[config.mk]
export PLATFORM = sky130hd
export DESIGN_NAME = mem_stage_lsu
export DESIGN_NICKNAME = d
export VERILOG_FILES = /design/src/rtl/mem_stage_lsu.sv
export SDC_FILE = /design/constraint.sdc
export NUM_CORES = 1
export LEC_CHECK = 0
export CAP_MARGIN = 20
export CORE_ASPECT_RATIO = 0.5
export CORE_UTILIZATION = 25
export DETAILED_ROUTE_END_ITERATION = 10
export PLACE_DENSITY = 0.57
export SETUP_SLACK_MARGIN = 0.1
export SLEW_MARGIN = 10
export SYNTH_ARGS = -nofsm -noshare
export SYNTH_HDL_FRONTEND = slang
export SYNTH_SLANG_ARGS = --single-unit
[constraint.sdc]
create_clock -name clk -period 5.7 [get_ports clk]
set_clock_uncertainty 0.1 [all_clocks]
set_input_delay 0.57 -clock clk [delete_from_list [all_inputs] [get_ports clk]]
set_output_delay 0.57 -clock clk [all_outputs]
set_load 0.01 [all_outputs]
[src/rtl/mem_stage_lsu.sv]
// -----------------------------------------------------------------------------
// mem_stage_lsu
//   Load/store unit for the MEM stage of a 5-stage RISC-V style pipeline.
//   Turns the EX/MEM load/store fields into a single request on a simple
//   request/ready + rvalid data bus, stalls the front of the pipeline while
//   the access is in flight, and returns the aligned, sign/zero-extended load
//   result. Accesses that stay in REQ+RESP for TIMEOUT_CYCLES are abandoned
//   and reported with a one-cycle bus-error pulse.
//
// Ports
//   clk, rst_n            clock, asynchronous active-low reset
//   mem_mem_read_en       load in MEM stage (wins over write_en)
//   mem_mem_write_en      store in MEM stage
//   mem_funct3            access size/sign (B/H/W/BU/HU; 011/110/111 act as W)
//   mem_alu_result        byte address
//   mem_rs2_data          store data
//   dbus_req/we/addr/
//   wdata/be              registered bus request, held stable until accepted
//   dbus_ready            request accepted this cycle
//   dbus_rvalid/rdata     read data return (only looked at while in RESP)
//   lsu_stall             freeze IF..EX/MEM registers
//   lsu_load_data         last completed load result
//   lsu_misaligned        combinational misaligned-access flag
//   lsu_bus_err           one-cycle timeout pulse
// -----------------------------------------------------------------------------
module mem_stage_lsu #(
   parameter int unsigned TIMEOUT_CYCLES = 255
) (
   input  logic        clk,
   input  logic        rst_n,
   input  logic        mem_mem_read_en,
   input  logic        mem_mem_write_en,
   input  logic [2:0]  mem_funct3,
   input  logic [31:0] mem_alu_result,
   input  logic [31:0] mem_rs2_data,
   output logic        dbus_req,
   output logic        dbus_we,
   output logic [31:0] dbus_addr,
   output logic [31:0] dbus_wdata,
   output logic [3:0]  dbus_be,
   input  logic        dbus_ready,
   input  logic        dbus_rvalid,
   input  logic [31:0] dbus_rdata,
   output logic        lsu_stall,
   output logic [31:0] lsu_load_data,
   output logic        lsu_misaligned,
   output logic        lsu_bus_err
);

   typedef enum logic [1:0] {
      ST_IDLE = 2'd0,
      ST_REQ  = 2'd1,
      ST_RESP = 2'd2,
      ST_DONE = 2'd3
   } state_t;

   // Counter value seen in the last allowed REQ/RESP cycle.
   localparam logic [7:0] TO_LAST = 8'(TIMEOUT_CYCLES - 1);

   // ---------------------------------------------------------------------------
   // Access decode helpers
   // ---------------------------------------------------------------------------
   // 0 = byte, 1 = halfword, 2 = word
   function automatic logic [1:0] size_of(input logic [2:0] f3);
      if (f3[1])      return 2'd2;
      else if (f3[0]) return 2'd1;
      else            return 2'd0;
   endfunction

   function automatic logic is_misaligned(input logic [2:0] f3, input logic [1:0] a);
      case (size_of(f3))
         2'd1:    return a[0];
         2'd2:    return |a;
         default: return 1'b0;
      endcase
   endfunction

   function automatic logic [3:0] be_of(input logic ld, input logic [2:0] f3,
                                        input logic [1:0] a);
      if (ld) return 4'b1111;
      case (size_of(f3))
         2'd0:    return 4'b0001 << a;
         2'd1:    return 4'b0011 << a;
         default: return 4'b1111;
      endcase
   endfunction

   function automatic logic [31:0] wdata_of(input logic [2:0] f3, input logic [31:0] d);
      case (size_of(f3))
         2'd0:    return {4{d[7:0]}};
         2'd1:    return {2{d[15:0]}};
         default: return d;
      endcase
   endfunction

   // f3[2] selects zero extension (BU/HU); for word sizes it has no effect.
   function automatic logic [31:0] load_extract(input logic [2:0] f3, input logic [1:0] a,
                                                input logic [31:0] d);
      logic [7:0]  lane_b;
      logic [15:0] lane_h;
      case (a)
         2'd0:    lane_b = d[7:0];
         2'd1:    lane_b = d[15:8];
         2'd2:    lane_b = d[23:16];
         default: lane_b = d[31:24];
      endcase
      lane_h = a[1] ? d[31:16] : d[15:0];
      case (size_of(f3))
         2'd0:    return f3[2] ? {24'd0, lane_b} : {{24{lane_b[7]}}, lane_b};
         2'd1:    return f3[2] ? {16'd0, lane_h} : {{16{lane_h[15]}}, lane_h};
         default: return d;
      endcase
   endfunction

   // ---------------------------------------------------------------------------
   // State and registered outputs
   // ---------------------------------------------------------------------------
   state_t      r_state;
   logic [7:0]  r_cnt;
   logic        r_req;
   logic        r_we;
   logic [31:0] r_addr;
   logic [31:0] r_wdata;
   logic [3:0]  r_be;
   logic [31:0] r_load_data;
   logic        r_bus_err;
   logic        r_is_load;
   logic [2:0]  r_funct3;
   logic [1:0]  r_addr_lo;

   logic w_access;
   logic w_mis;
   logic w_idle;
   logic w_start;
   logic w_timeout;

   assign w_access  = mem_mem_read_en | mem_mem_write_en;
   assign w_mis     = is_misaligned(mem_funct3, mem_alu_result[1:0]);
   assign w_idle    = (r_state == ST_IDLE);
   // rst_n gating keeps the combinational outputs low while reset is held.
   assign w_start   = rst_n & w_idle & w_access & ~w_mis;
   assign w_timeout = (r_cnt >= TO_LAST);

   always_ff @(posedge clk or negedge rst_n) begin
      if (!rst_n) begin
         r_state     <= ST_IDLE;
         r_cnt       <= '0;
         r_req       <= 1'b0;
         r_we        <= 1'b0;
         r_addr      <= '0;
         r_wdata     <= '0;
         r_be        <= '0;
         r_load_data <= '0;
         r_bus_err   <= 1'b0;
         r_is_load   <= 1'b0;
         r_funct3    <= '0;
         r_addr_lo   <= '0;
      end else begin
         case (r_state)
            ST_IDLE: begin
               r_bus_err <= 1'b0;
               if (w_start) begin
                  r_state   <= ST_REQ;
                  r_req     <= 1'b1;
                  r_we      <= ~mem_mem_read_en;
                  r_addr    <= {mem_alu_result[31:2], 2'b00};
                  r_be      <= be_of(mem_mem_read_en, mem_funct3, mem_alu_result[1:0]);
                  r_wdata   <= wdata_of(mem_funct3, mem_rs2_data);
                  r_is_load <= mem_mem_read_en;
                  r_funct3  <= mem_funct3;
                  r_addr_lo <= mem_alu_result[1:0];
                  r_cnt     <= '0;
               end
            end
            // Handshake is tested before the timeout so a late accept still wins.
            ST_REQ: begin
               if (dbus_ready) begin
                  r_req   <= 1'b0;
                  r_cnt   <= r_cnt + 8'd1;
                  r_state <= r_is_load ? ST_RESP : ST_DONE;
               end else if (w_timeout) begin
                  r_req     <= 1'b0;
                  r_state   <= ST_DONE;
                  r_bus_err <= 1'b1;
                  if (r_is_load) r_load_data <= '0;
               end else begin
                  r_cnt <= r_cnt + 8'd1;
               end
            end
            ST_RESP: begin
               if (dbus_rvalid) begin
                  r_load_data <= load_extract(r_funct3, r_addr_lo, dbus_rdata);
                  r_state     <= ST_DONE;
               end else if (w_timeout) begin
                  r_load_data <= '0;
                  r_bus_err   <= 1'b1;
                  r_state     <= ST_DONE;
               end else begin
                  r_cnt <= r_cnt + 8'd1;
               end
            end
            // One unstalled cycle lets the pipeline advance past this access.
            ST_DONE: begin
               r_bus_err <= 1'b0;
               r_state   <= ST_IDLE;
            end
            default: r_state <= ST_IDLE;
         endcase
      end
   end

   assign dbus_req       = r_req;
   assign dbus_we        = r_we;
   assign dbus_addr      = r_addr;
   assign dbus_wdata     = r_wdata;
   assign dbus_be        = r_be;
   assign lsu_load_data  = r_load_data;
   assign lsu_bus_err    = r_bus_err;
   assign lsu_misaligned = rst_n & w_idle & w_access & w_mis;
   assign lsu_stall      = w_start | (r_state == ST_REQ) | (r_state == ST_RESP);

endmodule

* Word level (Yosys, flattened, before mapping)
Cells that the tools add are included.
** Operators by class
- $lt $le $gt $ge :: 1
- Equality and inequality tests :: 17
- Shifts and indexed selects :: 2
- Reductions and logical operators :: 15
- Bitwise operators :: 9
- Multiplexer cells :: 49
- $add $sub $neg :: 1
** Operators by type and width (count)
- 32-bit two-way mux :: 7
- 32-bit case mux with 2 select lines :: 3
- 8-bit case mux with 3 select lines :: 2
- 8-bit two-way mux :: 4
- 2-bit two-way mux :: 13
- 16-bit two-way mux :: 1
- 2-bit by 1-bit equality test with 1-bit output, second input constant :: 6
- 1-bit two-way mux :: 12
- 2-bit zero test :: 5
- 8-bit by 1-bit adder with 8-bit output, second input constant :: 1
- 2-bit equality test, second input constant :: 4
- 8-bit greater-or-equal comparator, second input constant :: 1
- 4-bit two-way mux :: 2
- 2-bit != test, second input constant :: 4
- 2-bit case mux with 4 select lines :: 1
- 4-bit case mux with 2 select lines :: 1
- 3-bit != test, second input constant :: 2
- 3-bit AND reduction :: 2
- 5-bit AND reduction :: 1
- 1-bit AND :: 4
- 1-bit case mux with 2 select lines :: 2
- 2-bit AND reduction :: 2
- 2-bit nonzero test :: 2
- 2-bit OR reduction :: 2
- 7 further kinds :: 10
** Word-level totals
- Bits in registers :: 117
- Input bits :: 105

* Logic depth before layout (Yosys ltp)
Gate-level depths: netlist (run 1).
- Depth after elaboration :: 14
- Mapped depth :: 9
- Mapped depth without buffers :: 6

* Least setup slack after synthesis (run 1)
Ideal clock, no wire load.
- Kind :: in2out
- Start point :: in mem_mem_read_en
- End point :: out lsu_stall
- Setup slack :: 3.530 ns
- Cell stages on the path :: 5
- Arrival time :: 1.500 ns
- Path through :: o21a_1 > nand4_1 > buf_2 > buf_1 > nand2_1
** Between the ends
- Cells in the longest elaborated chain, start to end :: 5
** RTL lines
- from (decl) :: line 31 : input logic mem_mem_read_en,
- 1-bit bitwise OR :: line 137 : assign w_access = mem_mem_read_en | mem_mem_write_en;
- 1-bit AND (2 in a row) :: line 141 : assign w_start = rst_n & w_idle & w_access & ~w_mis;
- 1-bit bitwise OR (2 in a row) :: line 220 : assign lsu_stall = w_start | (r_state == ST_REQ) | (r_state == ST_RESP);
- to (decl) :: line 44 : output logic lsu_stall,
Every way passes these cells.

* Final worst setup path (run 1)
- Start point :: in mem_funct3[0]
- End point :: out lsu_stall
** Between the ends
- Cells in the longest elaborated chain, start to end :: 8
** RTL lines
- from (decl) :: line 33 : input logic [2:0] mem_funct3,
- 1-bit two-way mux (*) :: line 66 : else if (f3[0]) return 2'd1;
- 2-bit two-way mux (*)
- 2-bit equality test / 2-bit by 1-bit equality test with 1-bit output (equally long branches) :: line 71 : case (size_of(f3))
- 1-bit case mux with 2 select lines (*) :: line 71
- 1-bit NOT (*) :: line 141
- 1-bit AND (*) :: line 141
- 1-bit bitwise OR (*) (2 in a row) :: line 220
Mark *: on every way between the ends. The rest lies on a longest branch, timed or not.

==> summary.txt, run 1 <==
Yosys
  – Sequential share of the synthesized area: 49.0%
  – Post-synthesis cell count: between 500 and 600
  – Yosys warns: 0
  – Top_reg_cell synth: dfrtp_1
  – Number of enable flip-flop cells after synthesis: 0
  – Top cell type by total area after synthesis: dfrtp_1
  – Netlist cell types: just under 60
  – Register bit total from synthesis: 117
  – Synthesized area: around 6000 µm²
  – Async set or reset register ratio after synthesis: between 90% and 100%
  – Mean Syn Cell Area: 11.2 µm²
  – Top cell type's share of synthesized area: slightly below 50%
  – Ranking of synthesized cells by area: dfrtp_1 49%, mux2_2 8.9%, mux2i_1 7.5%

CTS
  – CTS Hold Bufs: 0
  – Cts repair resizes: 0
  – H-tree depth: 4
  – Worst-path clk slew: 0.06 ns
  – CTS tree: done
  – Clock latency on the worst-skew pair: approximately 0.42 ns
  – Root Driver: clkbuf_16
  – CTS sink count: between 100 and 150
  – # Post-CTS Setup Buffers: 0
  – CTS max path bufs: 2
  – TritonCTS buffer count: 17

Setup path
  – CP max-delay cell: clkdlybuf4s50_1
  – Worst reg2reg startpoint: r_cnt[0]$_DFFE_PN0P_
  – Delay-heaviest family, CP: buffers and inverters
  – CP arrival: 2.53 ns
  – Worst-path maximum fanout: 13
  – Buf/Inv on CP: 2
  – CP Depth: 5
  – Worst path required time: 5.03 ns
  – Crit Path Category: primary input to output port
  – Flop2flop setup slack: 3.12 ns
  – RR Endpoint: lsu_load_data[27]$_DFFE_PN0P_
  – Critical path, cell by cell: clkdlybuf4s50_1 -> nand2_1 -> nand4_1 -> nand2_1 -> clkdlybuf4s50_1
  – CP Launch Type: primary input
  – Crit end category: output port
  – FF-to-FF path depth: 7
  – Worst path max stage delay: 0.95 ns

Timing
  – Final hold vios: 0
  – Fin crit share: 56.1%
  – Fin Setup TNS: 0 ns
  – Max_slew headroom: between 20 and 30%
  – Peak Freq: 313 MHz
  – Worst-Margin Slew: 1.07 ns
  – Final setup fails: 0
  – RSZ-0062 raised after global routing: no
  – Worst hold slack: 0.0486 ns
  – Final min period: 3.20 ns
  – Slew Limit Fails: 0

Final layout
  – Layout net count: roughly 840
  – Util after Layout: 38.7%
  – Most frequent cells in the layout: 206 x clkdlybuf4s50_1, 117 x dfrtp_1, 52 x o21ai_0
  – Commonest non-fill, non-tap cell in the layout: clkdlybuf4s50_1
  – Layout area overhead: 50.0%
  – # diodes: 0
  – Fraction of layout cells with a size suffix above 1: around 14%
  – Fillers: approximately 2.3k
  – Multi-input logic area: 2820 µm²
  – Fin area: 8950 µm²
  – Seq. cell area: 2930 µm²

Die
  – Initial Util: 25.8%
  – Core area: 23100 µm²
  – Die area: approximately 25000 µm²
  – Row cnt: 39
  – Die W: around 220 µm
  – Ports: 210
  – Die H: about 110 µm

Worst hold path
  – Hold Path Class: primary input to asynchronous set/reset pin

Detailed routing
  – Vias per cell: 4.67
  – Detailed-route via count: 4894
  – Iteration-0 DRC count of the detailed router: around 300
  – Routed Antenna Nets: 0
  – DRC Markers: 3
  – Routed Wire Length: 18.5 mm
  – Drt first pass iters: 10
  – Avg WL per Cell: 17.6 µm

Power and ir drop
  – Maximum vdd drop: ~210 µV
  – Pwr Density: 499 nW/µm²
  – Static Leakage: 3.86 nW
  – Pwr Total: ~4.5 mW

Run
  – Max cap viols: 0

GRT
  – GRT overflow: 0
  – Initial antenna violation count: 0
  – First-pass GRT wire length: 28.8 mm
  – Total GRT Usage: between 10% and 20%
  – Largest net degree at the start of global routing: 103
  – Number of global-route vias before repair: 4933

Status
  – Failing checks: design-rule violations
  – Status: complete, but fails checks

Place
  – Buffers on Ports: 207
  – Area post-placement: 8310 µm²
  – HPWL after detailed placement: ~14 mm
  – GP Congestion: 0.878
final cells by class:
cell class | count | area share [%]
sequential | 117 | 32.7
multi-input combinational | 364 | 31.4
timing repair buffer | 212 | 24.0
clock buffer | 21 | 5.14
tap | 307 | 4.29
clock inverter | 11 | 1.73
inverter | 17 | 0.713
report_power, final:
group	internal (mW)	leakage, nW	total, mW	switching [mW]
clock	0.748	0.310	1.13	0.384
combinational	1.05	2.06	1.87	0.826
sequential	1.18	1.49	1.46	0.280
how the worst max path moves through the flow:
stage | start | endpoint | slack [ns]
floorplan | mem_mem_read_en | lsu_stall | 3.53
global placement | mem_funct3[0] | dbus_addr[30]$_DFFE_PN0P_ | 2.30
detailed placement | mem_funct3[0] | dbus_addr[24]$_DFFE_PN0P_ | 2.22
CTS | mem_funct3[0] | lsu_stall | 2.47
global route | mem_funct3[0] | lsu_stall | 2.38
finish | mem_funct3[0] | lsu_stall | 2.50
cell families (layout without fill, tap and decap cells):
family | Yosys count | after routing | share of synthesized area, %
buffers and inverters | 51 | 261 | 4.00
AO/OA/AOI/OAI | 142 | 142 | 16.2
adder cells (fa/ha/maj) | 7 | 7 | 1.47
multiplexers | 111 | 111 | 21.0
flip-flops | 117 | 117 | 49.0
other | 1 | 2 | 0.0628
AND/OR/NAND/NOR | 102 | 102 | 8.19
stage by stage:
step / cells / setup WS [ns]
after floorplan: 532 / 3.53
after global placement: 1015 / 2.30
after detailed placement: 1016 / 2.22
after CTS: 1048 / 2.47
after global routing: 1049 / 2.38
final: 1049 / 2.50
registers in the layout, indices dropped and copies added (netlist names):
| signal | flops |
|---|---|
| dbus_addr | 30 |
| r_cnt | 8 |
| dbus_be | 4 |
| r_addr_lo | 2 |
| r_state | 2 |
| dbus_req | 1 |
| lsu_load_data | 32 |
| r_funct3 | 3 |
| dbus_wdata | 32 |
| dbus_we | 1 |
| lsu_bus_err | 1 |
| r_is_load | 1 |
layer usage:
metal  up-vias  wire length (µm)  global-route usage (%)
li1       2341                 -                       -
met1      2408              8150                    19.8
met2       113              9190                    25.5
met3        32               707                    3.35
met4         0               437                    5.98
met5         -                 0                       0
cells in the mapped netlist, types with 10 or more instances:
library cell,instances
a21oi_1,19
buf_2,14
clkbuf_1,11
dfrtp_1,117
inv_1,17
mux2_2,47
mux2_4,10
mux2i_1,45
nand2_1,51
nor2_1,17
nor2b_1,12
o21ai_0,52
o2bb2ai_1,10
(Power assumes the default switching activity.)
==> run 2, diff against run 1 <==
Clock period 5.7 ns to 3.3 ns, I/O delays scaled along.
==> run 2 against run 1 <==
The flow still finishes with violations (design-rule violations). Setup slack lost 2.0 ns. Clock-buffer cell count grew 4. Flip-flop and latch count is the same. Critical endpoint unchanged. Sequential power grew 73%. Cell count is the same. First-iteration DRC count grew 13%. Sequential share of layout area grew 0.26 points.
==> summary.txt, run 2 (synthesized netlist as in run 1, its figures left out) <==
Place
  – Place WS: 0.719 ns (was 2.22 ns)
  – HPWL after detailed placement: 13.8 mm (was 13.6 mm)
  – GP Congestion: 0.815 (was 0.878)
  – Cell total after placement: 1019 (was 1016)
  – Buffers on Ports: 207 (unchanged)
  – Area post-placement: 8310 µm² (about the same)

Timing
  – Max_slew headroom: 41.3% (was 28.3%)
  – Final setup fails: 0 (unchanged)
  – Fin crit share: between 80 and 90%
  – Final hold vios: 0 (unchanged)
  – RSZ-0062 raised after global routing: no (unchanged)
  – Peak Freq: 356 MHz
  – Fin Setup TNS: 0 ns (unchanged)
  – Final Worst Setup Slack: 0.492 ns (was 2.50 ns)
  – Final min period: 2.81 ns
  – Slew Limit Fails: 0 (unchanged)
  – Worst-Margin Slew: 0.881 ns (was 1.07 ns)

CTS
  – Clock latency on the worst-skew pair: 0.41 ns (was 0.42 ns)
  – CTS tree: done (unchanged)
  – CTS sink count: 117 (unchanged)
  – # Post-CTS Setup Buffers: 0 (unchanged)
  – Root Driver: clkbuf_16 (unchanged)
  – H-tree depth: 4 (unchanged)
  – CTS max path bufs: 2 (unchanged)
  – Worst-path clk slew: 0.05 ns (was 0.06 ns)
  – TritonCTS buffer count: 17 (unchanged)

Status
  – Status: complete, but fails checks (unchanged)
  – Failing checks: design-rule violations (unchanged)

GRT
  – First-pass GRT wire length: 28.7 mm (was 28.8 mm)
  – Total GRT Usage: 15.3% (was 15.5%)
  – Initial antenna violation count: 0 (unchanged)
  – Largest net degree at the start of global routing: 77 (was 103)
  – GRT overflow: 0 (unchanged)
  – Number of global-route vias before repair: 4939 (was 4933)

Detailed routing
  – Avg WL per Cell: 17.3 µm (was 17.6 µm)
  – Drt first pass iters: 7 (was 10)
  – Iteration-0 DRC count of the detailed router: 340 (was 302)
  – Vias per cell: 4.66 (was 4.67)
  – DRC Markers: 3 (unchanged)
  – Routed Antenna Nets: 0 (unchanged)
  – Routed Wire Length: 18.2 mm (was 18.5 mm)
  – Detailed-route via count: 4884 (was 4894)

Final layout
  – Fin area: 8880 µm² (was 8950 µm²)
  – Layout area overhead: 48.8% (was 50.0%)
  – Layout net count: 844 (was 841)
  – # diodes: 0 (unchanged)
  – Fraction of layout cells with a size suffix above 1: 13.7% (was 13.9%)
  – Multi-input logic area: 2820 µm² (unchanged)
  – Seq. cell area: 2930 µm² (unchanged)
  – Commonest non-fill, non-tap cell in the layout: clkdlybuf4s50_1 (unchanged)
  – Fillers: 2276 (was 2318)
  – Util after Layout: 38.4% (was 38.7%)
  – Final cell count without fillers: 1049 (unchanged)
  – Most frequent cells in the layout: 206 x clkdlybuf4s50_1, 117 x dfrtp_1, 52 x o21ai_0 (unchanged)

Die
  – Ports: 210 (unchanged)
  – Core area: 23100 µm² (unchanged)
  – Die H: 111 µm (unchanged)
  – Die W: 221 µm (unchanged)
  – Row cnt: 39 (unchanged)
  – Die area: 24500 µm² (unchanged)
  – Initial Util: 25.8% (unchanged)

Power and ir drop
  – Part of the power in registers: 33.6% (was 32.7%)
  – Sw power: 2.52 mW (was 1.49 mW)
  – Clock share of power: 23.4% (was 25.4%)
  – Static Leakage: 3.83 nW (was 3.86 nW)
  – Internal: 4.98 mW (was 2.98 mW)
  – Maximum vdd drop: 332 µV (was 214 µV)
  – Combinational share of power: 43.0% (was 41.9%)
  – Sw Share: 33.6% (was 33.4%)
  – Pwr Density: 844 nW/µm² (was 499 nW/µm²)

Setup path
  – Flop2flop setup slack: 0.88 ns (was 3.12 ns)
  – Crit Path Category: flop to output port (was primary input to output port)
  – Crit end category: output port (unchanged)
  – Worst reg2reg startpoint: r_cnt[0]$_DFFE_PN0P_ (unchanged)
  – Worst path required time: 2.87 ns (was 5.03 ns)
  – FF-to-FF path depth: 7 (unchanged)
  – CP Launch Type: flop (was primary input)
  – RR Endpoint: lsu_load_data[16]$_DFFE_PN0P_ (was lsu_load_data[27]$_DFFE_PN0P_)
  – CP arrival: 2.38 ns (was 2.53 ns)
  – Worst-path maximum fanout: 9 (was 13)

Run
  – Max cap viols: 0 (unchanged)

Worst hold path
  – Hold_sp: dbus_wdata[26]$_DFFE_PN0P_
  – Hold Path Class: flop to flop (was primary input to asynchronous set/reset pin)
  – Hold Path End: dbus_wdata[26]$_DFFE_PN0P_
  – Hold Crit Depth: 2
run 2: cell types whose count changed in the layout (fill, tap and decap cells not counted), sizes merged:
cell	change
dlygate4sd3	+1
clkinv	-4
clkbuf	+4
bufinv	-3
buf	+2
run 2: critical path: stages, from the launching register on:
cell             delay, ns
dfrtp_1               0.38
inv_1                 0.10
ha_1                  0.31
nor2_1                0.53
nand2_1               0.13
clkdlybuf4s50_1       0.52
run 2: through the flow:
| step | hold WS (ns) | power (mW) |
|---|---|---|
| 6_report | 0.372 | 7.50 |
| 5_1_grt | 0.403 | 7.96 |
| 4_1_cts | 0.381 | 7.59 |
| 3_5_place_dp | 0.369 | 5.79 |
| 3_3_place_gp | 0.364 | 5.73 |
| 2_1_floorplan | -0.0656 | 4.07 |
run 2: area by class of cell:
type,instances,share of cell area (%)
clock buffers,25,5.80
flip-flops and latches,117,33.0
multi-input cells,364,31.7
repair buffers,215,24.0
clock inverters,4,0.507
well taps,307,4.32
inverters,17,0.718
run 2: power groups by stage:
stage / logic, mW / registers (mW) / clock network, mW
floorplan: 1.42 / 2.65 / 0
global placement: 3.22 / 2.51 / 0
detailed placement: 3.25 / 2.54 / 0
CTS: 3.27 / 2.52 / 1.80
global route: 3.48 / 2.61 / 1.87
finish: 3.23 / 2.52 / 1.75
run 2: repair_timing:
action                                  CTS  global route
endpoints found under the hold margin    48             0
endpoints found under the setup margin    0             0
hold buffers                              1             0
gates resized for setup                   0             0
run 2: per-layer routing:
metal	part of all wire [%]	GRT usage [%]	vias up	routed length, µm
li1	-	-	2331	-
met1	43	19.8	2432	7850
met2	51	25.5	96	9360
met3	3.4	2.85	25	609
met4	2.0	5.48	0	360
met5	0	0	-	0
run 2: worst max path at each step:
stage,startpoint,cells after the start,end
2_1_floorplan,r_cnt[0]$_DFFE_PN0P_,7,lsu_load_data[17]$_DFFE_PN0P_
3_3_place_gp,mem_alu_result[0],5,dbus_wdata[2]$_DFFE_PN0P_
3_5_place_dp,mem_alu_result[0],5,dbus_addr[6]$_DFFE_PN0P_
4_1_cts,r_state[0]$_DFFE_PN0P_,5,lsu_stall
5_1_grt,r_state[0]$_DFFE_PN0P_,5,lsu_stall
6_report,r_state[0]$_DFFE_PN0P_,5,lsu_stall
==> run 3, diff against run 2 <==
Settings changed: CORE_MARGIN set to 5.
==> run 3 against run 2 <==
The run now ends clean. Utilization is 0.52 points lower. Sequential power hardly changed. First-iteration DRC count is 11% lower. Cell count up 1.0%.
==> summary.txt, run 3 (synthesized netlist as in run 1, its figures left out) <==
Timing
  – Peak Freq: 359 MHz (was 356 MHz)
  – Final min period: 2.78 ns (was 2.81 ns)
  – Final hold vios: 0 (unchanged)
  – Max_slew headroom: 49.2% (was 41.3%)
  – Fin Setup TNS: 0 ns (unchanged)
  – Slew Limit Fails: 0 (unchanged)
  – Fin crit share: 84.3% (was 85.1%)
  – Final setup fails: 0 (unchanged)
  – Worst-Margin Slew: 0.762 ns (was 0.881 ns)
  – RSZ-0062 raised after global routing: no (unchanged)

GRT
  – Total GRT Usage: 13.8% (was 15.3%)
  – First-pass GRT wire length: 29.6 mm (was 28.7 mm)
  – Initial antenna violation count: 1 (was 0)
  – GRT overflow: 0 (unchanged)
  – Largest net degree at the start of global routing: 103 (was 77)
  – Number of global-route vias before repair: 5037 (was 4939)

Power and ir drop
  – Static Leakage: 3.86 nW (was 3.83 nW)
  – Pwr Density: 867 nW/µm² (was 844 nW/µm²)
  – Maximum vdd drop: 392 µV (was 332 µV)

Die
  – Ports: 210 (unchanged)
  – Die area: 27300 µm² (was 24500 µm²)
  – Core area: 23700 µm² (was 23100 µm²)
  – Die W: 229 µm (was 221 µm)
  – Initial Util: 25.2% (was 25.8%)
  – Die H: 119 µm (was 111 µm)
  – Row cnt: 40 (was 39)

Setup path
  – Worst-path maximum fanout: 9 (unchanged)
  – CP max-delay cell: nor2_1 (unchanged)
  – FF-to-FF path depth: 7 (unchanged)
  – CP arrival: 2.35 ns (was 2.38 ns)
  – Critical Path Source: r_state[0]$_DFFE_PN0P_ (unchanged)
  – Flop2flop setup slack: 0.91 ns (was 0.88 ns)
  – CP Launch Type: flop (unchanged)
  – RR Endpoint: lsu_load_data[16]$_DFFE_PN0P_ (unchanged)
  – Crit end category: output port (unchanged)
  – Crit Path Category: flop to output port (unchanged)
  – Worst path max stage delay: 0.51 ns (was 0.53 ns)
  – Critical path, cell by cell: inv_1 -> ha_1 -> nor2_1 -> nand2_1 -> clkdlybuf4s50_1 (unchanged)
  – Worst reg2reg startpoint: r_cnt[0]$_DFFE_PN0P_ (unchanged)
  – Worst path required time: 2.87 ns (about the same)

Final layout
  – Commonest non-fill, non-tap cell in the layout: clkdlybuf4s50_1 (unchanged)
  – Most frequent cells in the layout: 206 x clkdlybuf4s50_1, 117 x dfrtp_1, 52 x o21ai_0 (unchanged)
  – Layout area overhead: 50.5% (was 48.8%)
  – Layout net count: 843 (was 844)
  – Fraction of layout cells with a size suffix above 1: 14.1% (was 13.7%)
  – Final cell count without fillers: 1060 (was 1049)

CTS
  – CTS tree: done (unchanged)
  – TritonCTS buffer count: 17 (unchanged)
  – H-tree depth: 4 (unchanged)
  – CTS max path bufs: 2 (unchanged)
  – # Post-CTS Setup Buffers: 0 (unchanged)
  – Clock latency on the worst-skew pair: 0.42 ns (was 0.41 ns)
  – CTS sink count: 117 (unchanged)
  – Root Driver: clkbuf_16 (unchanged)
  – Worst-path clk slew: 0.06 ns (was 0.05 ns)

Place
  – HPWL after detailed placement: 14.2 mm (was 13.8 mm)
  – Buffers on Ports: 207 (unchanged)
  – Cell total after placement: 1026 (was 1019)
  – GP Congestion: 0.827 (was 0.815)

Worst hold path
  – Hold Path Class: primary input to asynchronous set/reset pin (was flop to flop)

Detailed routing
  – Avg WL per Cell: 17.8 µm (was 17.3 µm)
  – Detailed-route via count: 4815 (was 4884)
  – Vias per cell: 4.54 (was 4.66)
  – Drt first pass iters: 4 (was 7)
  – Iteration-0 DRC count of the detailed router: 303 (was 340)
  – Routed Wire Length: 18.9 mm (was 18.2 mm)
  – Routed Antenna Nets: 0 (unchanged)
  – DRC Markers: 0 (was 3)

Run
  – Max cap viols: 0 (unchanged)

Status
  – Status: completed (was complete, but fails checks)
run 3: cell count changes in the layout (fill, tap and decap cells not counted):
cell,previous run,this run
clkbuf_8,6,1
bufinv_16,1,5
clkinvlp_4,0,3
buf_4,8,6
clkinv_4,0,2
buf_12,0,1
clkbuf_1,2,1
diode_2,0,1
run 3: worst max path at each step:
stage	end	slack, ns	cells past startpoint
2_1_floorplan	lsu_load_data[17]$_DFFE_PN0P_	1.29	7
3_3_place_gp	lsu_stall	0.89	5
3_5_place_dp	lsu_stall	0.88	5
4_1_cts	lsu_stall	0.46	6
5_1_grt	lsu_stall	0.35	6
6_report	lsu_stall	0.52	5
run 3: final cells by class:
class	instances	area (µm²)
antenna	1	2.50
clock inverter	13	205
fill	2340	14700
clock buffer	19	443
inverter	17	63.8
multi-input combinational	364	2820
tap	315	394
timing repair buffer	214	2140
sequential	117	2930
run 3: per-stage QoR:
stage	util [%]	area [µm²]	power, mW	hold WS (ns)	setup WS [ns]
after detailed placement	35.1	8330	5.79	0.211	0.885
after floorplan	-	5970	4.07	-0.0656	1.29
final	37.9	8990	7.79	0.290	0.517
after global routing	37.9	8990	8.26	0.328	0.353
after CTS	37.9	8990	7.89	0.306	0.462
after global placement	35.1	8330	5.74	0.213	0.895
run 3: repair_timing:
action | CTS | global route
hold endpoints to repair | 32 | 0
gates resized for setup | 0 | 0
hold buffers | 1 | 0
run 3: per-layer routing:
layer / track usage [%] / wire length (µm) / vias up
li1: - / - / 2350
met1: 16.7 / 8110 / 2357
met2: 24.4 / 9750 / 85
met3: 3.10 / 571 / 23
met4: 5.06 / 445 / 0
met5: 0 / 0 / -
run 3: critical path: cells and delay by family, from the launching register on:
kind                       cells  cell delay (ns)
DFF                            1             0.37
buffers and inverters          2             0.61
and+or+nand+nor                2             0.64
adders and majority gates      1             0.31
run 3: power by group:
part           internal, mW  leakage [nW]  switching, mW
sequential             2.04          1.49          0.450
clock                  1.36         0.309          0.702
combinational          1.80          2.06           1.44
